`config.mk`:
```
export PLATFORM = sky130hd
export DESIGN_NAME = shoot_pulse_ctrl
export DESIGN_NICKNAME = d
export VERILOG_FILES = /design/src/rtl/shoot_pulse_ctrl_pkg.sv /design/src/rtl/shoot_tick_gen.sv /design/src/rtl/shoot_pulse_ctrl.sv
export SDC_FILE = /design/constraint.sdc
export NUM_CORES = 1
export LEC_CHECK = 0
export ABC_AREA = 0
export BUFFER_PORTS_ARGS = -buffer_cell sky130_fd_sc_hd__buf_2
export CORE_MARGIN = 4
export CORE_UTILIZATION = 25
export DETAILED_ROUTE_END_ITERATION = 10
export MAX_ROUTING_LAYER = met4
export PLACE_DENSITY_LB_ADDON = 0.25
export SLEW_MARGIN = 5
export SYNTH_ARGS = -nofsm -noshare
export SYNTH_HDL_FRONTEND = slang
export SYNTH_SLANG_ARGS = --single-unit
```
`constraint.sdc`:
```
create_clock -name clk -period 2.4 [get_ports clk]
set_clock_uncertainty 0.15 [all_clocks]
set_input_delay 0.6 -clock clk [delete_from_list [all_inputs] [get_ports clk]]
set_output_delay 0.6 -clock clk [all_outputs]
set_load 0.05 [all_outputs]
```
`src/rtl/shoot_pulse_ctrl_pkg.sv`:
```
// ---------------------------------------------------------------------------
// shoot_pulse_ctrl_pkg
// Shared definitions for the shooter pulse controller: FSM state encoding,
// default timing constants and the width clamp helper.
// ---------------------------------------------------------------------------
`timescale 1ns/1ps
package shoot_pulse_ctrl_pkg;

  typedef enum logic [1:0] {
    ST_IDLE     = 2'd0,
    ST_FIRE     = 2'd1,
    ST_COOLDOWN = 2'd2
  } shoot_state_e;

  localparam int unsigned DEF_PRESCALE       = 50;
  localparam int unsigned DEF_COOLDOWN_TICKS = 20000;
  localparam int unsigned DEF_MAX_WIDTH      = 8000;

  // One down-counter serves both the pulse width and the lockout, so it is
  // sized for the larger of the two (cooldown up to 2^20-1 ticks).
  localparam int unsigned CNT_W = 20;

  function automatic logic [CNT_W-1:0] clamp_width(input logic [15:0]      width,
                                                   input logic [CNT_W-1:0] max_w);
    logic [CNT_W-1:0] w_ext;
    w_ext = CNT_W'(width);
    return (w_ext > max_w) ? max_w : w_ext;
  endfunction

endpackage

```
`src/rtl/shoot_tick_gen.sv`:
```
// ---------------------------------------------------------------------------
// shoot_tick_gen
// Free-running prescaler: counts 0..PRESCALE-1 and flags a one-cycle tick on
// the terminal count. clr restarts the count so a new pulse gets a full first
// tick period.
// Ports:
//   clk      in   system clock
//   reset_n  in   asynchronous active-low reset
//   clr      in   synchronous restart of the count
//   tick     out  one-cycle timing tick
// ---------------------------------------------------------------------------
`timescale 1ns/1ps
module shoot_tick_gen
  import shoot_pulse_ctrl_pkg::*;
#(
  parameter int unsigned PRESCALE = DEF_PRESCALE
) (
  input  logic clk,
  input  logic reset_n,
  input  logic clr,
  output logic tick
);

  localparam logic [15:0] LP_TC = 16'(PRESCALE - 1);

  logic [15:0] r_cnt;

  always_ff @(posedge clk or negedge reset_n) begin
    if (!reset_n) begin
      r_cnt <= '0;
    end else if (clr || (r_cnt == LP_TC)) begin
      r_cnt <= '0;
    end else begin
      r_cnt <= r_cnt + 16'd1;
    end
  end

  // A clear on the terminal count must not also count as a tick.
  assign tick = (r_cnt == LP_TC) && !clr;

endmodule

```
`src/rtl/shoot_pulse_ctrl.sv`:
```
// ---------------------------------------------------------------------------
// shoot_pulse_ctrl
// Fires one solenoid pulse (flat kick or chip) per accepted request, timed in
// prescaler ticks, followed by a fixed lockout period.
//
// Optional build macro SHOOT_BALL_GATE_EN: requests are accepted only while
// the synchronized ball_det is high, and shoot_off also reports busy in IDLE
// while no ball is present.
//
// Ports:
//   clk         in   system clock
//   reset_n     in   asynchronous active-low reset
//   kick_req    in   single-cycle shot request
//   kick_width  in   [15:0] pulse width in ticks (clamped to MAX_WIDTH)
//   chip_sel    in   1 = chip solenoid, 0 = flat kick solenoid
//   ball_det    in   asynchronous ball-present input
//   kick_out    out  flat solenoid drive (registered)
//   chip_out    out  chip solenoid drive (registered)
//   shoot_off   out  1 when a request cannot be accepted (registered)
//
// state    | meaning
// ---------+---------------------------------------------------------
// IDLE     | waiting for a request, drives low
// FIRE     | selected drive high, counting width ticks down
// COOLDOWN | drives low, counting lockout ticks down, requests dropped
// ---------------------------------------------------------------------------
`timescale 1ns/1ps
module shoot_pulse_ctrl
  import shoot_pulse_ctrl_pkg::*;
#(
  parameter int unsigned PRESCALE       = DEF_PRESCALE,
  parameter int unsigned COOLDOWN_TICKS = DEF_COOLDOWN_TICKS,
  parameter int unsigned MAX_WIDTH      = DEF_MAX_WIDTH
) (
  input  logic        clk,
  input  logic        reset_n,
  input  logic        kick_req,
  input  logic [15:0] kick_width,
  input  logic        chip_sel,
  input  logic        ball_det,
  output logic        kick_out,
  output logic        chip_out,
  output logic        shoot_off
);

  localparam logic [CNT_W-1:0] LP_COOL = CNT_W'(COOLDOWN_TICKS);
  localparam logic [CNT_W-1:0] LP_MAXW = CNT_W'(MAX_WIDTH);
  localparam logic [CNT_W-1:0] LP_ONE  = CNT_W'(1);

  shoot_state_e     r_state;
  shoot_state_e     w_state_nxt;
  logic [CNT_W-1:0] r_cnt;
  logic [CNT_W-1:0] w_cnt_nxt;
  logic             r_chip_sel;
  logic             w_chip_sel_nxt;
  logic             r_kick_out;
  logic             r_chip_out;
  logic             r_shoot_off;
  logic             w_kick_nxt;
  logic             w_chip_nxt;
  logic             w_shoot_off_nxt;
  logic             w_clr;
  logic             w_tick;
  logic             w_ball_ok;
  logic [CNT_W-1:0] w_width;

`ifdef SHOOT_BALL_GATE_EN
  logic r_ball_meta;
  logic r_ball_sync;

  always_ff @(posedge clk or negedge reset_n) begin
    if (!reset_n) begin
      r_ball_meta <= 1'b0;
      r_ball_sync <= 1'b0;
    end else begin
      r_ball_meta <= ball_det;
      r_ball_sync <= r_ball_meta;
    end
  end

  assign w_ball_ok = r_ball_sync;
`else
  // Ball sensor is not used in this build.
  logic w_unused_ball;
  assign w_unused_ball = ball_det;
  assign w_ball_ok     = 1'b1;
`endif

  shoot_tick_gen #(
    .PRESCALE (PRESCALE)
  ) u_tick_gen (
    .clk     (clk),
    .reset_n (reset_n),
    .clr     (w_clr),
    .tick    (w_tick)
  );

  assign w_width = clamp_width(kick_width, LP_MAXW);

  always_ff @(posedge clk or negedge reset_n) begin
    if (!reset_n) begin
      r_state     <= ST_IDLE;
      r_cnt       <= '0;
      r_chip_sel  <= 1'b0;
      r_kick_out  <= 1'b0;
      r_chip_out  <= 1'b0;
      r_shoot_off <= 1'b0;
    end else begin
      r_state     <= w_state_nxt;
      r_cnt       <= w_cnt_nxt;
      r_chip_sel  <= w_chip_sel_nxt;
      r_kick_out  <= w_kick_nxt;
      r_chip_out  <= w_chip_nxt;
      r_shoot_off <= w_shoot_off_nxt;
    end
  end

  always_comb begin
    w_state_nxt    = r_state;
    w_cnt_nxt      = r_cnt;
    w_chip_sel_nxt = r_chip_sel;
    w_clr          = 1'b0;

    case (r_state)
      ST_IDLE: begin
        if (kick_req && (w_width != '0) && w_ball_ok) begin
          w_state_nxt    = ST_FIRE;
          w_cnt_nxt      = w_width;
          w_chip_sel_nxt = chip_sel;
          w_clr          = 1'b1;
        end
      end
      ST_FIRE: begin
        if (w_tick) begin
          if (r_cnt <= LP_ONE) begin
            w_state_nxt = ST_COOLDOWN;
            w_cnt_nxt   = LP_COOL;
          end else begin
            w_cnt_nxt = r_cnt - LP_ONE;
          end
        end
      end
      ST_COOLDOWN: begin
        if (w_tick) begin
          if (r_cnt <= LP_ONE) begin
            w_state_nxt = ST_IDLE;
            w_cnt_nxt   = '0;
          end else begin
            w_cnt_nxt = r_cnt - LP_ONE;
          end
        end
      end
      default: begin
        w_state_nxt = ST_IDLE;
        w_cnt_nxt   = '0;
      end
    endcase

    // Outputs are decoded from the next state so the registered drives and
    // shoot_off change on the same edge as the state.
    w_kick_nxt      = (w_state_nxt == ST_FIRE) && !w_chip_sel_nxt;
    w_chip_nxt      = (w_state_nxt == ST_FIRE) &&  w_chip_sel_nxt;
    w_shoot_off_nxt = (w_state_nxt != ST_IDLE) || !w_ball_ok;
  end

  assign kick_out  = r_kick_out;
  assign chip_out  = r_chip_out;
  assign shoot_off = r_shoot_off;

endmodule

```
## After elaboration in Yosys (flattened, before gate mapping)

Cells that the tools add are included.

- Output and inout port bits: 3
- Input port bits: 21
- Register bits after elaboration: 42
- Memories kept: 0
- Memory bits (writable): 0
- Word-level logic and storage cells: 47
- Bits in latches: 0
- Memory bits (read-only): 0

- Mux-type cells: 18
- Bitwise logic cells: 0
- Multiply operators: 0
- Divide/modulo/power cells: 0
- Shift operators: 0
- Reduce and logical (&&, ||, !) cells: 11
- Order comparisons: 2
- $add $sub $neg: 2
- Eq/ne operators: 7

Operators by type and width:

| cell | count |
|---|---|
| 2-to-1 mux 20 bit | 5 |
| one-hot mux 20 bit (3 select lines) | 1 |
| 2-to-1 mux 16 bit | 2 |
| <= comparator 20 x 1 -> 1 bit (second input constant) | 1 |
| nonzero test 20 bit | 1 |
| subtractor 20 x 1 -> 20 bit (second input constant) | 1 |
| adder 16 x 1 -> 16 bit (second input constant) | 1 |
| == test 16 x 6 -> 1 bit (second input constant) | 1 |
| greater-than comparator 16 x 13 -> 1 bit (second input constant) | 1 |
| 2-to-1 mux 2 bit | 5 |
| one-hot mux 2 bit (3 select lines) | 1 |
| == test 2 x 1 -> 1 bit (second input constant) | 2 |
| logical AND 1 bit | 4 |
| 2-to-1 mux 1 bit | 4 |
| inequality test 2 x 1 -> 1 bit (second input constant) | 2 |
| AND reduction 3 bit | 1 |
| == test 2 bit (second input constant) | 1 |
| logical NOT 1 bit | 2 |
| logical NOT 2 bit | 1 |
| inequality test 2 bit (second input constant) | 1 |
| nonzero test 2 bit | 1 |
| logical OR 1 bit | 1 |

## Logic depth before layout (Yosys ltp)

- Depth after elaboration: 12
- Gate-level depth with buffers: 10

## Hierarchy

From an unflattened synthesis, not the netlist that was laid out.

- Cell total of the unflattened synthesis: 293
- Area total of the unflattened synthesis: 2655.0 µm²

Modules (own cells, without submodules):

| module | cells an instance | times used | area an instance (µm²) | seq. area each (µm²) |
|---|---|---|---|---|
| shoot_pulse_ctrl | 208 | 1 | 1747.9 | 650.6 |
| shoot_tick_gen | 85 | 1 | 907.1 | 400.4 |

## Worst setup path before layout

No wires, ideal clock.

- Path type: input -> register
- Start point: input port kick_width[15]
- End point: register r_cnt[13]
- Path buffers: 1
- Setup slack: 0.177 ns
- Data arrival time: 1.963 ns
- Stages: 6
- Cells stage by stage: or3_1 o41ai_2 a22o_4 buf_2 o21ai_1 o41ai_1

- Word-level cells in the longest chain between the ends: 10

RTL lines:

| element | line | source |
|---|---|---|
| start: declaration | shoot_pulse_ctrl.sv:38 | `input logic [15:0] kick_width,` |
| greater-than comparator 16 x 13 -> 1 bit | shoot_pulse_ctrl_pkg.sv:27 | `return (w_ext > max_w) ? max_w : w_ext;` |
| 2-to-1 mux 16 bit (*) | shoot_pulse_ctrl_pkg.sv:27 |  |
| nonzero test 20 bit | shoot_pulse_ctrl.sv:126 | `if (kick_req && (w_width != '0) && w_ball_ok) begin` |
| logical AND 1 bit | shoot_pulse_ctrl.sv:126 |  |
| 2-to-1 mux 1 bit | shoot_pulse_ctrl.sv:126 |  |
| 2-to-1 mux 1 bit | shoot_pulse_ctrl.sv:124 | `case (r_state)` |
| logical NOT 1 bit | shoot_tick_gen.sv:39 | `assign tick = (r_cnt == LP_TC) && !clr;` |
| logical AND 1 bit | shoot_tick_gen.sv:39 |  |
| inequality test 2 x 1 -> 1 bit (no line) | -- |  |
| AND reduction 3 bit (no line) | -- |  |
| end signal: assignment | shoot_pulse_ctrl.sv:110 | `r_cnt <= w_cnt_nxt;` |
| end: declaration | shoot_pulse_ctrl.sv:52 | `logic [CNT_W-1:0] r_cnt;` |

Every way passes the cells marked *; elsewhere a longest branch is shown, timed or not. The select of a mux whose other input is x is not followed.
A chain may end at the register's enable or synchronous reset.

## Final worst setup path

- Start point: register u_tick_gen.r_cnt[1]
- End point: register r_cnt[3]

- Word-level cells in the longest chain between the ends: 4

RTL lines:

| element | line | source |
|---|---|---|
| start: declaration | shoot_tick_gen.sv:26 | `logic [15:0] r_cnt;` |
| start signal: assignment | shoot_tick_gen.sv:34 | `r_cnt <= r_cnt + 16'd1;` |
| == test 16 x 6 -> 1 bit (*) | shoot_tick_gen.sv:39 |  |
| logical AND 1 bit (*) | shoot_tick_gen.sv:39 |  |
| inequality test 2 x 1 -> 1 bit (no line) | -- |  |
| AND reduction 3 bit (no line) (*) | -- |  |

Every way passes the cells marked *; elsewhere a longest branch is shown, timed or not.

==> flow_summary.toml <==
[timing]
rsz0062_at_grt = "false"
slew_violations = 0
period_share_pct = 92.6
worst_slack_ns = 0.177
finalCriticalPeriod_ns = 2.22
max_slew.worst_pin.slew_ns = 0.527
clock.fmax_ghz = 0.450
hold_viol_final = 0
slew_headroom_pct = 64.8
finalSetupViolCount = 0

[logic_synthesis]
synth_edf_count = 0
yosys.cell_types.count = 58
synth_area_sq_mm = 0.00257
synthesis.nets = 320
ys_seq_elements = 42
synthCells = 295
ys_warn_count = 0
avgSynthCellArea_sq_um = 8.72
ys_seq_area_share_pct = 40.9
async_reset_ff_share_pct = 100
ys.flop_type = "dfrtp_1"

[place]
dp_hpwl_microns = 5160
place_ws_ns = -0.0549
place.gp.congestion = 0.835
portBuffers = 22
dp.cells = 477

[route]
wire_per_inst_microns = 13.8
drt_iter0_drc = 103
first_pass_iters = 4
routed_wl_microns = 6720
vias = 2349
vias_per_cell = 4.84
drc = 0
ant_nets = 0

[clock_tree]
postCtsResizedCells = 0
post_cts_buffers = 0
clk_pin_slew_ns = 0.09
clkLatencyLatePin_ns = 0.30
root_buffer = "clkbuf_8"
clk_path_buf_depth = 2
cts_tree = "yes"
cts_buffers = 5
numClockSinks = 42
cts.hold.buffers_added = 0
htree_levels = 2

[global_routing]
track_usage_pct = 12.2
grt_overflow = 0
antenna_found_initial = 0
grt_pass1_vias = 2327
grt_max_degree = 23
grt_pass1_wl_microns = 11200

[power]
pwr-share-comb_pct = 4.5
power_density_mw_per_mm2 = 418
pwr-share-clk_pct = 42.9
p_seq_share_pct = 52.6
p_leak_uw = 0.00137
irDropWorstVdd_mv = 0.194
p_total_uw = 1350
switching_power_uw = 300
netSwitchingFraction_pct = 22.3
p_int_uw = 1050

[floorplan]
core.rowCount = 36
dieArea_sq_mm = 0.0120
fp.dieW_microns = 109
coreArea_sq_mm = 0.00991
initial_core_util_pct = 26.0
die_height_microns = 109
io_pins = 24

[finish]
syn2layout_area_growth_pct = 25.1
finalNonFillerCells = 485
num_antenna_cells = 0
layout-drive-gt1-share_pct = 24.4
nets = 376

[run]
maxCapViolCount = 0

[worst_setup_path]
worst_path_largest_cell_delay_ns = 0.42
crit_path_start_kind = "register"
cpMaxStageDelayCell = "dfrtp_1"
end_kind = "register"
crit_chain = "inv_1 > ha_1 > nor4b_2 > and4_1 > a21oi_2 > a22o_4 > buf_4 > o21ai_0 > o21ai_1"
worstSetupPathType = "register to register"
cp.arrival_ns = 2.26
cp_max_fo = 14
critPathRequiredTime_ns = 2.44

[status]
status = "completed"

[hold_path]
min_path_type = "input pin to async pin"
## cells in the mapped netlist, drive strengths merged, types with 4 or more instances
library cell  instances  share of area, %
xor2                  8               2.7
nor4                  7               2.3
or2                   4               1.1
o22a                  4               1.4
xnor2                 9               3.1
dfrtp                42                41
a31oi                 4              0.97
a22oi                 5               1.7
nand2                21               3.4
nor3                 18               3.7
o31ai                 4               1.2
o21ai                32               6.4
nand4                 7               2.3
inv                   9               1.3
a21oi                15               3.1
nor2                 46               6.7
clkbuf                4              0.58
buf                   7               2.2
ha                    4               1.9
nand3                10               2.1
## kinds of logic (layout without fill, tap and decap cells)
group / count (synthesis) / count (layout) / share of synthesized area (%)
adder cells (fa/ha/maj): 4 / 4 / 1.95
XOR/XNOR: 17 / 17 / 5.79
AND/OR/NAND/NOR: 130 / 130 / 26.6
buffers and inverters: 20 / 77 / 4.09
flip-flops: 42 / 42 / 40.9
AO/OA/AOI/OAI: 82 / 82 / 20.8
## sequential cells by signal, summed over array words and instances, names as in the netlist
name,flops
u_tick_gen.r_cnt,16
r_cnt,20
shoot_off,1
r_chip_sel,1
r_state,2
chip_out,1
kick_out,1
## placed cells by master, fill, tap and decap left out, types with 3 or more instances in the layout
cell / instances
nor2_1: 46
dfrtp_1: 42
buf_4: 36
o21ai_1: 23
buf_2: 22
nand2_1: 20
nor3_1: 17
a21oi_1: 14
inv_1: 9
nand3_1: 9
xnor2_1: 9
xor2_1: 8
o21ai_0: 8
nand4_1: 6
nor4_1: 5
clkbuf_8: 5
a22oi_1: 4
o22a_1: 4
a31oi_1: 4
o31ai_1: 4
ha_1: 4
o21a_1: 3
## worst max-delay path, delay by kind of cell, from the launching register on
kind | cells | cell delay (ns)
and+or+nand+nor | 2 | 0.50
adders and majority gates | 1 | 0.13
AOI/OAI and AO/OA | 4 | 0.67
buffers and inverters | 2 | 0.24
DFF | 1 | 0.42
## worst paths after layout
kind                                          start   endpoint  slack, ns  cells after the start
min in group clk                          r_cnt[15]  r_cnt[15]       0.34                      1
max in group asynchronous                   reset_n  r_cnt[14]       1.48                      2
worst min-delay path                        reset_n   r_cnt[2]       0.12                      1
worst max-delay path            u_tick_gen.r_cnt[1]   r_cnt[3]       0.18                      9
worst max register to register  u_tick_gen.r_cnt[1]   r_cnt[3]       0.18                      9
worst min register to register            r_cnt[15]  r_cnt[15]       0.34                      1
## through the flow
stage	hold WS [ns]	util, %	TNS, ns	cell area, sq um
floorplan	0.154	-	0	2570
global placement	0.318	31.2	-0.708	3090
detailed placement	0.323	31.2	-0.797	3090
CTS	0.123	32.3	0	3200
global route	0.141	32.5	0	3220
finish	0.115	32.5	0	3220
## metal layers
metal  track usage, %  vias to the layer above  routed length (microns)
li1                 -                     1180                        -
met1             16.2                     1127                     3230
met3             2.17                        5                      302
met5                -                        -                        0
met4             3.21                        0                       61
met2             19.2                       37                     3120
## power groups by stage
stage                     Combinational, uW  Clock (uW)  Sequential [uW]
final                                  60.5         578              707
after global placement                 61.0           0              721
after detailed placement               61.5           0              721
after floorplan                        8.26           0              721
after CTS                              62.0         599              707
after global routing                   68.2         641              707
## final cells by class
type / count / area [sq um]
Clock buffer: 5 / 68.8
Clock inverter: 3 / 43.8
Fill cell: 1075 / 6690
Inverter: 9 / 33.8
Multi-Input combinational cell: 233 / 1430
Sequential cell: 42 / 1050
Tap cell: 133 / 166
Timing Repair Buffer: 60 / 420
Power figures use the tool's default switching activity.
